$ cat src/rtl/key_sched_pkg.sv
// Shared types and constants for the per-frame keycode scheduler.
// Holds action codes, game modes, keycodes, FSM state encoding and decode helper.
package key_sched_pkg;

    typedef enum logic [2:0] {
        ACT_NONE   = 3'd0,
        ACT_JUMP   = 3'd1,
        ACT_CROUCH = 3'd2,
        ACT_RIGHT  = 3'd3,
        ACT_LEFT   = 3'd4,
        ACT_PUNCH  = 3'd5,
        ACT_KICK   = 3'd6
    } action_t;

    localparam logic [2:0] MODE_SINGLE = 3'b001;
    localparam logic [2:0] MODE_VERSUS = 3'b010;

    localparam logic [7:0] KEY_JUMP   = 8'h1A;
    localparam logic [7:0] KEY_CROUCH = 8'h16;
    localparam logic [7:0] KEY_RIGHT  = 8'h07;
    localparam logic [7:0] KEY_LEFT   = 8'h04;
    localparam logic [7:0] KEY_PUNCH  = 8'h0E;
    localparam logic [7:0] KEY_KICK   = 8'h13;

    typedef logic [2:0] sched_state_t;

    localparam sched_state_t S_IDLE    = 3'd0;
    localparam sched_state_t S_SEL_P1  = 3'd1;
    localparam sched_state_t S_CAP_P1  = 3'd2;
    localparam sched_state_t S_SEL_P2  = 3'd3;
    localparam sched_state_t S_CAP_P2  = 3'd4;
    localparam sched_state_t S_PUBLISH = 3'd5;

    function automatic action_t decode_key(input logic [7:0] key);
        action_t a;
        a = ACT_NONE;
        unique case (1'b1)
            (key == KEY_JUMP):   a = ACT_JUMP;
            (key == KEY_CROUCH): a = ACT_CROUCH;
            (key == KEY_RIGHT):  a = ACT_RIGHT;
            (key == KEY_LEFT):   a = ACT_LEFT;
            (key == KEY_PUNCH):  a = ACT_PUNCH;
            (key == KEY_KICK):   a = ACT_KICK;
            default:             a = ACT_NONE;
        endcase
        return a;
    endfunction

endpackage

$ cat src/rtl/key_scheduler_attack_gate.sv
// Per-player attack gate: press-edge and cooldown filter on PUNCH/KICK.
// Ports: Clk, Reset, publish_i, raw_i -> action_o (published), new_o (change strobe).
module attack_gate
    import key_sched_pkg::*;
#(
    parameter int unsigned ATTACK_COOLDOWN = 8
) (
    input  logic       Clk,
    input  logic       Reset,
    input  logic       publish_i,
    input  logic [2:0] raw_i,
    output logic [2:0] action_o,
    output logic       new_o
);

    localparam logic [7:0] CD_LOAD = 8'(ATTACK_COOLDOWN);

    action_t    raw;
    action_t    act_q;
    action_t    prev_q;
    logic [7:0] cd_q;
    logic       is_atk;
    logic       accept;
    action_t    gated;

    assign raw    = action_t'(raw_i);
    assign is_atk = (raw == ACT_PUNCH) || (raw == ACT_KICK);
    assign accept = is_atk && (raw != prev_q) && (cd_q == 8'd0);
    assign gated  = (is_atk && !accept) ? ACT_NONE : raw;

    // The new value is visible during the publish cycle itself.
    assign action_o = publish_i ? gated : act_q;
    assign new_o    = publish_i && (gated != act_q) && (gated != ACT_NONE);

    always_ff @(posedge Clk) begin
        if (Reset) begin
            act_q  <= ACT_NONE;
            prev_q <= ACT_NONE;
            cd_q   <= 8'd0;
        end else if (publish_i) begin
            act_q  <= gated;
            prev_q <= raw;
            if (accept)
                cd_q <= CD_LOAD;
            else if (cd_q != 8'd0)
                cd_q <= cd_q - 8'd1;
        end
    end

endmodule

$ cat src/rtl/key_scheduler.sv
// Time-multiplexes the keycode mapper between two players once per frame.
// Ports: Clk, Reset, frame_tick, game_mode, mapped_keycode -> pno, pX_action, pX_new, actions_valid, overrun.
module key_scheduler
    import key_sched_pkg::*;
#(
    parameter int unsigned SETTLE          = 1,
    parameter int unsigned ATTACK_COOLDOWN = 8
) (
    input  logic       Clk,
    input  logic       Reset,
    input  logic       frame_tick,
    input  logic [2:0] game_mode,
    input  logic [7:0] mapped_keycode,
    output logic       pno,
    output logic [2:0] p1_action,
    output logic [2:0] p2_action,
    output logic       p1_new,
    output logic       p2_new,
    output logic       actions_valid,
    output logic       overrun
);

    localparam logic [3:0] SETTLE_LAST = 4'(SETTLE - 1);

    sched_state_t state_q, state_d;
    logic [3:0]   cnt_q, cnt_d;
    logic [2:0]   mode_q, mode_d;
    logic         pending_q, pending_d;
    logic         overrun_q, overrun_d;
    logic         pno_q, pno_d;
    action_t      raw1_q, raw1_d;
    action_t      raw2_q, raw2_d;
    logic         publish;
    logic         mode_ok;

    assign publish = (state_q == S_PUBLISH);
    assign mode_ok = (mode_q == MODE_SINGLE) || (mode_q == MODE_VERSUS);

    always_comb begin
        state_d   = state_q;
        cnt_d     = cnt_q;
        mode_d    = mode_q;
        pending_d = pending_q;
        overrun_d = overrun_q;
        pno_d     = pno_q;
        raw1_d    = raw1_q;
        raw2_d    = raw2_q;

        // Ticks arriving mid-sequence coalesce into one pending run.
        if (frame_tick && state_q != S_IDLE) begin
            pending_d = 1'b1;
            if (pending_q)
                overrun_d = 1'b1;
        end

        unique case (state_q)
            S_IDLE: begin
                if (frame_tick || pending_q) begin
                    state_d   = S_SEL_P1;
                    pending_d = 1'b0;
                    mode_d    = game_mode;
                    cnt_d     = 4'd0;
                end
            end
            S_SEL_P1: begin
                if (cnt_q == SETTLE_LAST)
                    state_d = S_CAP_P1;
                else
                    cnt_d = cnt_q + 4'd1;
            end
            S_CAP_P1: begin
                raw1_d = mode_ok ? decode_key(mapped_keycode) : ACT_NONE;
                if (mode_q == MODE_VERSUS) begin
                    state_d = S_SEL_P2;
                    cnt_d   = 4'd0;
                    pno_d   = 1'b1;
                end else begin
                    raw2_d  = ACT_NONE;
                    state_d = S_PUBLISH;
                end
            end
            S_SEL_P2: begin
                if (cnt_q == SETTLE_LAST)
                    state_d = S_CAP_P2;
                else
                    cnt_d = cnt_q + 4'd1;
            end
            S_CAP_P2: begin
                raw2_d  = decode_key(mapped_keycode);
                pno_d   = 1'b0;
                state_d = S_PUBLISH;
            end
            S_PUBLISH: state_d = S_IDLE;
            default:   state_d = S_IDLE;
        endcase
    end

    always_ff @(posedge Clk) begin
        if (Reset) begin
            state_q   <= S_IDLE;
            cnt_q     <= 4'd0;
            mode_q    <= 3'd0;
            pending_q <= 1'b0;
            overrun_q <= 1'b0;
            pno_q     <= 1'b0;
            raw1_q    <= ACT_NONE;
            raw2_q    <= ACT_NONE;
        end else begin
            state_q   <= state_d;
            cnt_q     <= cnt_d;
            mode_q    <= mode_d;
            pending_q <= pending_d;
            overrun_q <= overrun_d;
            pno_q     <= pno_d;
            raw1_q    <= raw1_d;
            raw2_q    <= raw2_d;
        end
    end

    attack_gate #(.ATTACK_COOLDOWN(ATTACK_COOLDOWN)) u_gate_p1 (
        .Clk       (Clk),
        .Reset     (Reset),
        .publish_i (publish),
        .raw_i     (raw1_q),
        .action_o  (p1_action),
        .new_o     (p1_new)
    );

    attack_gate #(.ATTACK_COOLDOWN(ATTACK_COOLDOWN)) u_gate_p2 (
        .Clk       (Clk),
        .Reset     (Reset),
        .publish_i (publish),
        .raw_i     (raw2_q),
        .action_o  (p2_action),
        .new_o     (p2_new)
    );

    assign pno           = pno_q;
    assign actions_valid = publish;
    assign overrun       = overrun_q;

endmodule

$ cat config.mk
export PLATFORM = sky130hd
export DESIGN_NAME = key_scheduler
export DESIGN_NICKNAME = d
export VERILOG_FILES = /design/src/rtl/key_sched_pkg.sv /design/src/rtl/key_scheduler_attack_gate.sv /design/src/rtl/key_scheduler.sv
export SDC_FILE = /design/constraint.sdc
export NUM_CORES = 1
export LEC_CHECK = 0
export BUFFER_PORTS_ARGS = -buffer_cell sky130_fd_sc_hd__buf_2
export CAP_MARGIN = 30
export CORE_MARGIN = 8
export CORE_UTILIZATION = 39
export DETAILED_ROUTE_END_ITERATION = 10
export HOLD_SLACK_MARGIN = 0.1
export PLACE_DENSITY = 0.6
export SKIP_CTS_REPAIR_TIMING = 1
export SYNTH_ARGS = -nofsm -noshare
export SYNTH_HDL_FRONTEND = slang
export SYNTH_SLANG_ARGS = --single-unit
$ cat constraint.sdc
create_clock -name Clk -period 2.2 [get_ports Clk]
set_input_delay 0.55 -clock Clk [delete_from_list [all_inputs] [get_ports Clk]]
set_output_delay 0.55 -clock Clk [all_outputs]
set_load 0.005 [all_outputs]
==> flow_summary.html, run 1 <==
<table>
<tr><th>Metric</th><th>Value</th></tr>
<tr><th colspan="2">Status</th></tr>
<tr><td>Outcome</td><td>finished with violations</td></tr>
<tr><td>Violations in the final reports</td><td>setup timing</td></tr>
<tr><th colspan="2">STA</th></tr>
<tr><td>Final worst-path cycle share</td><td>109%</td></tr>
<tr><td>Setup slack after layout</td><td>-197 ps</td></tr>
<tr><td>Total setup violations reported at the end of the flow</td><td>8</td></tr>
<tr><td>Max-slew headroom at the worst pin</td><td>65.3%</td></tr>
<tr><td>Total Negative Setup Slacks</td><td>-1010 ps</td></tr>
<tr><td>Final clock skew</td><td>8.25 ps</td></tr>
<tr><td>Unrepaired setup endpoints after global routing</td><td>yes</td></tr>
<tr><td>FMAX</td><td>0.417 GHz</td></tr>
<tr><td>Time the final worst path needs with I/O delays and setup</td><td>2400 ps</td></tr>
<tr><td>Transition at the pin with the smallest max-transition slack</td><td>519 ps</td></tr>
<tr><td>Final Hold Fails</td><td>0</td></tr>
<tr><td>Hold Slack</td><td>469 ps</td></tr>
<tr><td>Fin. max-slew vios</td><td>0</td></tr>
<tr><th colspan="2">Worst hold path</th></tr>
<tr><td>Startpoint of the worst hold path</td><td>u_gate_p2.prev_q[0]</td></tr>
<tr><td>Cells on Worst Hold Path</td><td>2</td></tr>
<tr><td>Hold crit path type</td><td>register to register</td></tr>
<tr><td>WHS Endpoint</td><td>u_gate_p2.prev_q[0]</td></tr>
<tr><th colspan="2">Clocking</th></tr>
<tr><td>CTS buffer count</td><td>5</td></tr>
<tr><td>Clock latency on the worst-skew pair</td><td>300 ps</td></tr>
<tr><td>Reg clk slew, reported paths</td><td>100 ps</td></tr>
<tr><td>CTS tree</td><td>yes</td></tr>
<tr><td>Clock tree root buffer cell</td><td>sky130_fd_sc_hd__clkbuf_8</td></tr>
<tr><td>H-tree Lvls</td><td>2</td></tr>
<tr><td>Worst-case clock buffer depth</td><td>2</td></tr>
<tr><td>TritonCTS Sinks</td><td>47</td></tr>
<tr><th colspan="2">Placed design</th></tr>
<tr><td>Final HPWL from detailed placement</td><td>3990 µm</td></tr>
<tr><td>IO Port Bufs</td><td>24</td></tr>
<tr><td>Placed standard-cell area</td><td>2970 µm²</td></tr>
<tr><td>Global placement routability congestion</td><td>0.869</td></tr>
<tr><td>Post-placement worst setup slack</td><td>79.4 ps</td></tr>
<tr><th colspan="2">Power</th></tr>
<tr><td>Net Sw Frac</td><td>27.0%</td></tr>
<tr><td>Internal cell power</td><td>0.00116 W</td></tr>
<tr><td>Max VDD drop</td><td>0.341 mV</td></tr>
<tr><td>Proportion of power drawn by the clock network</td><td>34.4%</td></tr>
<tr><td>Reported leakage power</td><td>1.22 nW</td></tr>
<tr><td>Switching power</td><td>0.000431 W</td></tr>
<tr><td>Pwr dens</td><td>511 nW/µm²</td></tr>
<tr><td>Proportion of power drawn by flip-flops and latches</td><td>55.0%</td></tr>
<tr><td>Combinational share of power</td><td>10.6%</td></tr>
<tr><th colspan="2">Run</th></tr>
<tr><td>Max Cap Violations</td><td>0</td></tr>
<tr><th colspan="2">Synth</th></tr>
<tr><td>Ys Warns</td><td>0</td></tr>
<tr><td>Number of synthesized register bits</td><td>47</td></tr>
<tr><td>Post-Synthesis Net Count</td><td>344</td></tr>
<tr><td>Area of the mapped netlist</td><td>2680 µm²</td></tr>
<tr><td>Count of flip-flops with a built-in enable after synthesis</td><td>0</td></tr>
<tr><td>Adder-Cell Fraction of Synth Area</td><td>2.80%</td></tr>
<tr><td>Share of flip-flops with an asynchronous set or reset</td><td>0%</td></tr>
<tr><td>Fraction of the yosys area taken by sequential cells</td><td>35.1%</td></tr>
<tr><td>Number of standard cells after synthesis</td><td>324</td></tr>
<tr><td>Simple-Gate Fraction of Synth Area</td><td>30.3%</td></tr>
<tr><td>Multiplexer area fraction after synthesis</td><td>1.12%</td></tr>
<tr><td>Prevailing post-synth register cell</td><td>sky130_fd_sc_hd__dfxtp_1</td></tr>
<tr><td>Parity-gate share of the synthesized area counting xor and xnor cells</td><td>5.23%</td></tr>
<tr><td>Dominant combinational cell family by area after synthesis</td><td>simple AND/OR/NAND/NOR gates</td></tr>
<tr><td>Post-synthesis compound-gate area fraction</td><td>20.7%</td></tr>
<tr><td>Syn_area_per_cell</td><td>8.26 µm²</td></tr>
<tr><td>Netlist cell types</td><td>62</td></tr>
<tr><th colspan="2">Setup path</th></tr>
<tr><td>Critical-path maximum fanout</td><td>7</td></tr>
<tr><td>Critical path launch point type</td><td>register</td></tr>
<tr><td>Crit Reg-Reg Startpoint</td><td>u_gate_p1.cd_q[3]</td></tr>
<tr><td>CP endpoint kind</td><td>primary output</td></tr>
<tr><td>Worst r2r dst</td><td>u_gate_p1.cd_q[3]</td></tr>
<tr><td>R2R Setup Slk</td><td>460 ps</td></tr>
<tr><td>Cell count of the worst reg-to-reg path</td><td>7</td></tr>
<tr><td>Required time at the endpoint of the critical path</td><td>1650 ps</td></tr>
<tr><td>Signal arrival time at the worst endpoint</td><td>1850 ps</td></tr>
<tr><td>Type of the setup path with the least slack</td><td>register to primary output</td></tr>
<tr><th colspan="2">Global routing</th></tr>
<tr><td>Wire length of the first global-routing pass</td><td>9650 µm</td></tr>
<tr><td>Overall routing resource usage</td><td>11.5%</td></tr>
<tr><td>Antenna violations before repair</td><td>0</td></tr>
<tr><td>Residual overflow from global routing</td><td>0</td></tr>
<tr><td>Pin count of the biggest net entering global routing</td><td>40</td></tr>
<tr><td>Number of global-route vias before repair</td><td>2223</td></tr>
<tr><th colspan="2">Die</th></tr>
<tr><td>Floorplan die width</td><td>98.9 µm</td></tr>
<tr><td>Die Y-Extent</td><td>98.9 µm</td></tr>
<tr><td>Die area</td><td>9770 µm²</td></tr>
<tr><td>FP Rows</td><td>30</td></tr>
<tr><td>I/O pin count</td><td>25</td></tr>
<tr><td>Initial Util</td><td>39.9%</td></tr>
<tr><td>Core region area</td><td>6720 µm²</td></tr>
<tr><th colspan="2">Detailed routing</th></tr>
<tr><td>Remaining routing DRC violations</td><td>0</td></tr>
<tr><td>Routed wirelength normalized by instance count</td><td>12.6 µm</td></tr>
<tr><td>Routed Wire Length</td><td>5540 µm</td></tr>
<tr><td>Vias post-DR</td><td>2316</td></tr>
<tr><td>Post-DRT Antenna Nets</td><td>0</td></tr>
<tr><td>Initial detailed-routing violation count</td><td>61</td></tr>
<tr><td>Count of TritonRoute iterations in the first routing pass</td><td>4</td></tr>
<tr><td>Via density per instance</td><td>5.25</td></tr>
<tr><th colspan="2">Cells and area</th></tr>
<tr><td>Most common cell after layout, fill and taps aside</td><td>sky130_fd_sc_hd__dfxtp_1</td></tr>
<tr><td>Top flop regs</td><td>u_gate_p1.cd_q x8, u_gate_p2.cd_q x8, cnt_q x4</td></tr>
<tr><td>Total number of nets in the final design</td><td>380</td></tr>
<tr><td>Share of layout cells above drive strength 1</td><td>23.8%</td></tr>
<tr><td>Area growth, synth to finish</td><td>16.7%</td></tr>
<tr><td>Commonest cells after routing, fill and taps aside</td><td>sky130_fd_sc_hd__dfxtp_1, sky130_fd_sc_hd__nor2_1, sky130_fd_sc_hd__nand2_1</td></tr>
<tr><td>Final design instance area without fill</td><td>3120 µm²</td></tr>
<tr><td>Final core area utilization</td><td>46.5%</td></tr>
<tr><td>Inserted Diodes</td><td>0</td></tr>
</table>
-- layout make-up --
cell class / count / area [µm²]
fillers: 660 / 3590
clock inverters: 3 / 22.5
flip-flops and latches: 47 / 947
clock buffers: 5 / 68.8
well taps: 80 / 100
inverters: 13 / 48.8
multi-input cells: 246 / 1640
repair buffers: 47 / 299
-- how the worst max path moves through the flow --
stage / start / end / slack, ps / depth (start not counted)
after floorplan: u_gate_p2.cd_q[2] / p2_new / 160 / 6
after global placement: u_gate_p2.cd_q[2] / p2_new / 110 / 7
after detailed placement: u_gate_p1.cd_q[2] / p1_new / 80 / 7
after CTS: u_gate_p1.cd_q[2] / p1_new / -270 / 7
after global routing: u_gate_p2.cd_q[4] / p2_new / -340 / 7
final: u_gate_p2.cd_q[4] / p2_new / -200 / 7
-- power by group through the flow --
stage	Clock (W)	Combinational (W)	Sequential, W
finish	0.000549	0.000170	0.000877
global route	0.000601	0.000187	0.000880
CTS	0.000571	0.000171	0.000877
detailed placement	0	0.000170	0.000897
global placement	0	0.000170	0.000896
floorplan	0	0.000120	0.000893
-- layer usage --
layer / share of wire [%] / vias to the layer above / GRT usage [%]
met4: 0.81 / 0 / 3.54
met5: 0 / - / 0
li1: - / 1215 / -
met1: 49 / 1070 / 13.5
met2: 48 / 26 / 20.4
met3: 2.3 / 5 / 2.40
-- stage by stage --
stage,std cells,total power (W)
final,441,0.00160
after global routing,441,0.00167
after CTS,438,0.00162
after detailed placement,430,0.00107
after global placement,430,0.00107
after floorplan,324,0.00101
-- worst max-delay path, stage by stage, from the launching register on --
cell and delay [ps]:
sky130_fd_sc_hd__dfxtp_2 350, sky130_fd_sc_hd__nor3_4 250, sky130_fd_sc_hd__nand4b_4 130, sky130_fd_sc_hd__nand2b_4 180
sky130_fd_sc_hd__a32oi_1 160, sky130_fd_sc_hd__a211oi_1 90, sky130_fd_sc_hd__nor4_1 230, sky130_fd_sc_hd__buf_2 150
-- Yosys cell counts (2+ instances only) --
cell type / count / area, µm²
sky130_fd_sc_hd__a211oi_1: 3 / 22.5
sky130_fd_sc_hd__a21o_1: 2 / 15.0
sky130_fd_sc_hd__a21oi_1: 22 / 110
sky130_fd_sc_hd__a21oi_2: 2 / 17.5
sky130_fd_sc_hd__a22o_1: 4 / 35.0
sky130_fd_sc_hd__a22o_2: 2 / 20.0
sky130_fd_sc_hd__a22oi_1: 7 / 52.6
sky130_fd_sc_hd__a311oi_1: 2 / 17.5
sky130_fd_sc_hd__a31oi_1: 2 / 12.5
sky130_fd_sc_hd__and2b_1: 5 / 37.5
sky130_fd_sc_hd__and3_1: 3 / 18.8
sky130_fd_sc_hd__and3b_1: 2 / 17.5
sky130_fd_sc_hd__buf_2: 7 / 35.0
sky130_fd_sc_hd__clkbuf_1: 10 / 37.5
sky130_fd_sc_hd__dfxtp_1: 47 / 941
sky130_fd_sc_hd__ha_1: 6 / 75.1
sky130_fd_sc_hd__inv_1: 12 / 45.0
sky130_fd_sc_hd__mux2i_1: 3 / 30.0
sky130_fd_sc_hd__nand2_1: 28 / 105
sky130_fd_sc_hd__nand2b_1: 3 / 18.8
sky130_fd_sc_hd__nand2b_4: 2 / 27.5
sky130_fd_sc_hd__nand3_1: 6 / 30.0
sky130_fd_sc_hd__nand3b_1: 6 / 45.0
sky130_fd_sc_hd__nand4_1: 2 / 12.5
sky130_fd_sc_hd__nor2_1: 39 / 146
sky130_fd_sc_hd__nor2b_1: 6 / 37.5
sky130_fd_sc_hd__nor3_1: 20 / 100
sky130_fd_sc_hd__nor3b_1: 7 / 52.6
sky130_fd_sc_hd__nor4_1: 2 / 12.5
sky130_fd_sc_hd__nor4b_1: 2 / 17.5
sky130_fd_sc_hd__o21ai_0: 10 / 50.1
sky130_fd_sc_hd__o31ai_1: 3 / 22.5
sky130_fd_sc_hd__o41ai_1: 2 / 17.5
sky130_fd_sc_hd__or2_2: 2 / 12.5
sky130_fd_sc_hd__or3_1: 2 / 12.5
sky130_fd_sc_hd__xnor2_1: 12 / 105
sky130_fd_sc_hd__xor2_1: 4 / 35.0
-- cell families after synthesis --
logic type / count (synthesis)
compound gates: 76
xor+xnor: 16
fa+ha+maj: 6
buf+inv: 31
flops: 47
mux: 3
simple gates: 145
No activity file was read; power rests on OpenSTA's default activity.
==> inputs of run 2 (changes only) <==
--- a/config.mk
+++ b/config.mk
@@ -7,11 +7,13 @@
 export LEC_CHECK = 0
 export BUFFER_PORTS_ARGS = -buffer_cell sky130_fd_sc_hd__buf_2
 export CAP_MARGIN = 30
+export CELL_PAD_IN_SITES_DETAIL_PLACEMENT = 0
+export CELL_PAD_IN_SITES_GLOBAL_PLACEMENT = 1
 export CORE_MARGIN = 8
 export CORE_UTILIZATION = 39
 export DETAILED_ROUTE_END_ITERATION = 10
 export HOLD_SLACK_MARGIN = 0.1
-export PLACE_DENSITY = 0.6
+export PLACE_DENSITY = 0.75
 export SKIP_CTS_REPAIR_TIMING = 1
 export SYNTH_ARGS = -nofsm -noshare
 export SYNTH_HDL_FRONTEND = slang
==> run 2 against run 1 <==
  * The flow still finishes with violations (setup timing)
  * Utilization up 1.2 points
  * Critical path type unchanged
  * Critical path depth up 1
  * Highest routed layer unchanged
  * Die area unchanged
  * Total power up 13%
  * Clock power up 37%
  * Critical endpoint is now p2_action[2]
  * Wire length up 2.9%
  * Non-clock buffer count up 1
  * Combinational power about the same
  * Worst hold slack worse by 1.8 ps
  * Cell count up 0.23%
==> flow_summary.html, run 2 (synthesized netlist as in run 1, its figures left out) <==
<table>
<tr><th>Metric</th><th>Value</th></tr>
<tr><th colspan="2">Die</th></tr>
<tr><td>Die area</td><td>9770 µm² (unchanged)</td></tr>
<tr><td>Die Y-Extent</td><td>98.9 µm (unchanged)</td></tr>
<tr><td>Floorplan die width</td><td>98.9 µm (unchanged)</td></tr>
<tr><td>Initial Util</td><td>39.9% (unchanged)</td></tr>
<tr><td>FP Rows</td><td>30 (unchanged)</td></tr>
<tr><td>Core region area</td><td>6720 µm² (unchanged)</td></tr>
<tr><td>I/O pin count</td><td>25 (unchanged)</td></tr>
<tr><th colspan="2">STA</th></tr>
<tr><td>Transition at the pin with the smallest max-transition slack</td><td>519 ps (-0.0366 ps)</td></tr>
<tr><td>Setup slack after layout</td><td>-260 ps (-62.8 ps)</td></tr>
<tr><td>FMAX</td><td>0.406 GHz (-2.6%)</td></tr>
<tr><td>Final worst-path cycle share</td><td>112% (+2.9 points)</td></tr>
<tr><td>Fin. max-slew vios</td><td>0 (unchanged)</td></tr>
<tr><td>Final clock skew</td><td>4.34 ps (-3.92 ps)</td></tr>
<tr><td>Total setup violations reported at the end of the flow</td><td>8 (unchanged)</td></tr>
<tr><td>Hold Slack</td><td>467 ps (-1.80 ps)</td></tr>
<tr><td>Unrepaired setup endpoints after global routing</td><td>yes</td></tr>
<tr><td>Max-slew headroom at the worst pin</td><td>65.1% (-0.29 points)</td></tr>
<tr><td>Final Hold Fails</td><td>0 (unchanged)</td></tr>
<tr><td>Time the final worst path needs with I/O delays and setup</td><td>2460 ps (+62.8 ps)</td></tr>
<tr><th colspan="2">Status</th></tr>
<tr><td>Outcome</td><td>finished with violations</td></tr>
<tr><td>Violations in the final reports</td><td>setup timing</td></tr>
<tr><th colspan="2">Clocking</th></tr>
<tr><td>CTS buffer count</td><td>5 (unchanged)</td></tr>
<tr><td>H-tree Lvls</td><td>2 (unchanged)</td></tr>
<tr><td>Worst-case clock buffer depth</td><td>2 (unchanged)</td></tr>
<tr><td>Reg clk slew, reported paths</td><td>90 ps (about the same)</td></tr>
<tr><td>Clock tree root buffer cell</td><td>sky130_fd_sc_hd__clkbuf_8</td></tr>
<tr><td>Clock latency on the worst-skew pair</td><td>300 ps (about the same)</td></tr>
<tr><td>CTS tree</td><td>yes</td></tr>
<tr><td>TritonCTS Sinks</td><td>47 (unchanged)</td></tr>
<tr><th colspan="2">Detailed routing</th></tr>
<tr><td>Remaining routing DRC violations</td><td>0 (unchanged)</td></tr>
<tr><td>Initial detailed-routing violation count</td><td>108 (+77%)</td></tr>
<tr><td>Count of TritonRoute iterations in the first routing pass</td><td>4 (unchanged)</td></tr>
<tr><td>Routed Wire Length</td><td>5710 µm (+2.9%)</td></tr>
<tr><td>Post-DRT Antenna Nets</td><td>0 (unchanged)</td></tr>
<tr><td>Vias post-DR</td><td>2330 (+0.60%)</td></tr>
<tr><td>Via density per instance</td><td>5.27 (+0.38%)</td></tr>
<tr><td>Routed wirelength normalized by instance count</td><td>12.9 µm (+2.7%)</td></tr>
<tr><th colspan="2">Global routing</th></tr>
<tr><td>Antenna violations before repair</td><td>0 (unchanged)</td></tr>
<tr><td>Wire length of the first global-routing pass</td><td>10300 µm (+6.4%)</td></tr>
<tr><td>Pin count of the biggest net entering global routing</td><td>40 (unchanged)</td></tr>
<tr><td>Overall routing resource usage</td><td>12.5% (+0.94 points)</td></tr>
<tr><td>Number of global-route vias before repair</td><td>2284 (+2.7%)</td></tr>
<tr><td>Residual overflow from global routing</td><td>0 (unchanged)</td></tr>
<tr><th colspan="2">Power</th></tr>
<tr><td>Max VDD drop</td><td>0.300 mV (-12%)</td></tr>
<tr><td>Reported leakage power</td><td>1.24 nW (+1.9%)</td></tr>
<tr><td>Pwr dens</td><td>561 nW/µm² (+9.8%)</td></tr>
<tr><th colspan="2">Cells and area</th></tr>
<tr><td>Total number of nets in the final design</td><td>381 (+0.26%)</td></tr>
<tr><td>Inserted Diodes</td><td>0 (unchanged)</td></tr>
<tr><td>Final-layout fill cell count</td><td>660 (unchanged)</td></tr>
<tr><td>Sequential Area</td><td>947 µm² (unchanged)</td></tr>
<tr><td>Share of layout cells above drive strength 1</td><td>24.9% (+1.0 points)</td></tr>
<tr><td>Area of combinational cells with multiple inputs</td><td>1680 µm² (+2.4%)</td></tr>
<tr><td>Final core area utilization</td><td>47.7% (+1.2 points)</td></tr>
<tr><td>Commonest cells after routing, fill and taps aside</td><td>sky130_fd_sc_hd__dfxtp_1, sky130_fd_sc_hd__nor2_1, sky130_fd_sc_hd__nand2_1</td></tr>
<tr><td>Top flop regs</td><td>u_gate_p1.cd_q x8, u_gate_p2.cd_q x8, cnt_q x4</td></tr>
<tr><td>Most common cell after layout, fill and taps aside</td><td>sky130_fd_sc_hd__dfxtp_1</td></tr>
<tr><td>Area growth, synth to finish</td><td>19.7%</td></tr>
<tr><th colspan="2">Setup path</th></tr>
<tr><td>Type of the setup path with the least slack</td><td>register to primary output</td></tr>
<tr><td>Required time at the endpoint of the critical path</td><td>1650 ps (about the same)</td></tr>
<tr><td>Critical path launch point type</td><td>register</td></tr>
<tr><td>Signal arrival time at the worst endpoint</td><td>1910 ps (+60 ps)</td></tr>
<tr><td>CP endpoint kind</td><td>primary output</td></tr>
<tr><td>Critical-path maximum fanout</td><td>7 (unchanged)</td></tr>
<tr><th colspan="2">Placed design</th></tr>
<tr><td>Global placement routability congestion</td><td>0.851 (-2.0%)</td></tr>
<tr><td>IO Port Bufs</td><td>24 (unchanged)</td></tr>
<tr><td>Final HPWL from detailed placement</td><td>4130 µm (+3.4%)</td></tr>
<tr><th colspan="2">Run</th></tr>
<tr><td>Max Cap Violations</td><td>0 (unchanged)</td></tr>
<tr><th colspan="2">Worst hold path</th></tr>
<tr><td>Hold crit path type</td><td>register to register</td></tr>
</table>
==> run 2: path summary, 6_finish.rpt <==
check / startpoint / endpoint / slack (ps) / cells past startpoint
worst max register to register: state_q[1] / u_gate_p2.cd_q[4] / 430 / 7
worst min-delay path: u_gate_p1.prev_q[0] / u_gate_p1.prev_q[0] / 470 / 2
worst max-delay path: u_gate_p2.cd_q[4] / p2_action[2] / -260 / 8
worst min register to register: u_gate_p1.prev_q[0] / u_gate_p1.prev_q[0] / 470 / 2
==> run 2: worst max-delay path, cell delays in order (launching register included) <==
cell and delay, ps:
sky130_fd_sc_hd__dfxtp_2 350, sky130_fd_sc_hd__nor3_4 240, sky130_fd_sc_hd__nand4b_4 120, sky130_fd_sc_hd__nand2b_4 180, sky130_fd_sc_hd__buf_4 140, sky130_fd_sc_hd__buf_4 130, sky130_fd_sc_hd__a31oi_4 160, sky130_fd_sc_hd__a22o_1 170
sky130_fd_sc_hd__buf_2 120
==> run 2: per-stage QoR <==
step	total power [W]	area (µm²)	setup TNS (ps)	std cells	setup WS (ps)
finish	0.00180	3210	-1520	442	-260
global route	0.00189	3210	-2470	442	-405
CTS	0.00182	3110	-1480	439	-261
detailed placement	0.00107	2980	0	431	91.7
global placement	0.00107	2980	0	431	127
floorplan	0.00101	2680	0	324	156
==> run 2: area by class of cell <==
| type | count | area share [%] |
|---|---|---|
| Multi-Input combinational cell | 246 | 52.3 |
| Sequential cell | 47 | 29.5 |
| Timing Repair Buffer | 48 | 9.37 |
| Tap cell | 80 | 3.12 |
| Clock buffer | 6 | 2.26 |
| Clock inverter | 2 | 1.87 |
| Inverter | 13 | 1.52 |
==> run 2: power breakdown <==
group | switching, W | internal (W)
Combinational | 0.000102 | 0.0000685
Clock | 0.000296 | 0.000454
Sequential | 0.0000101 | 0.000866
==> run 2: per-layer routing <==
layer,part of all wire [%],global-route usage [%],up-vias
met2,47,21.3,25
met4,1.1,4.13,0
met5,0,0,-
li1,-,-,1230
met3,2.8,2.96,5
met1,49,14.9,1070
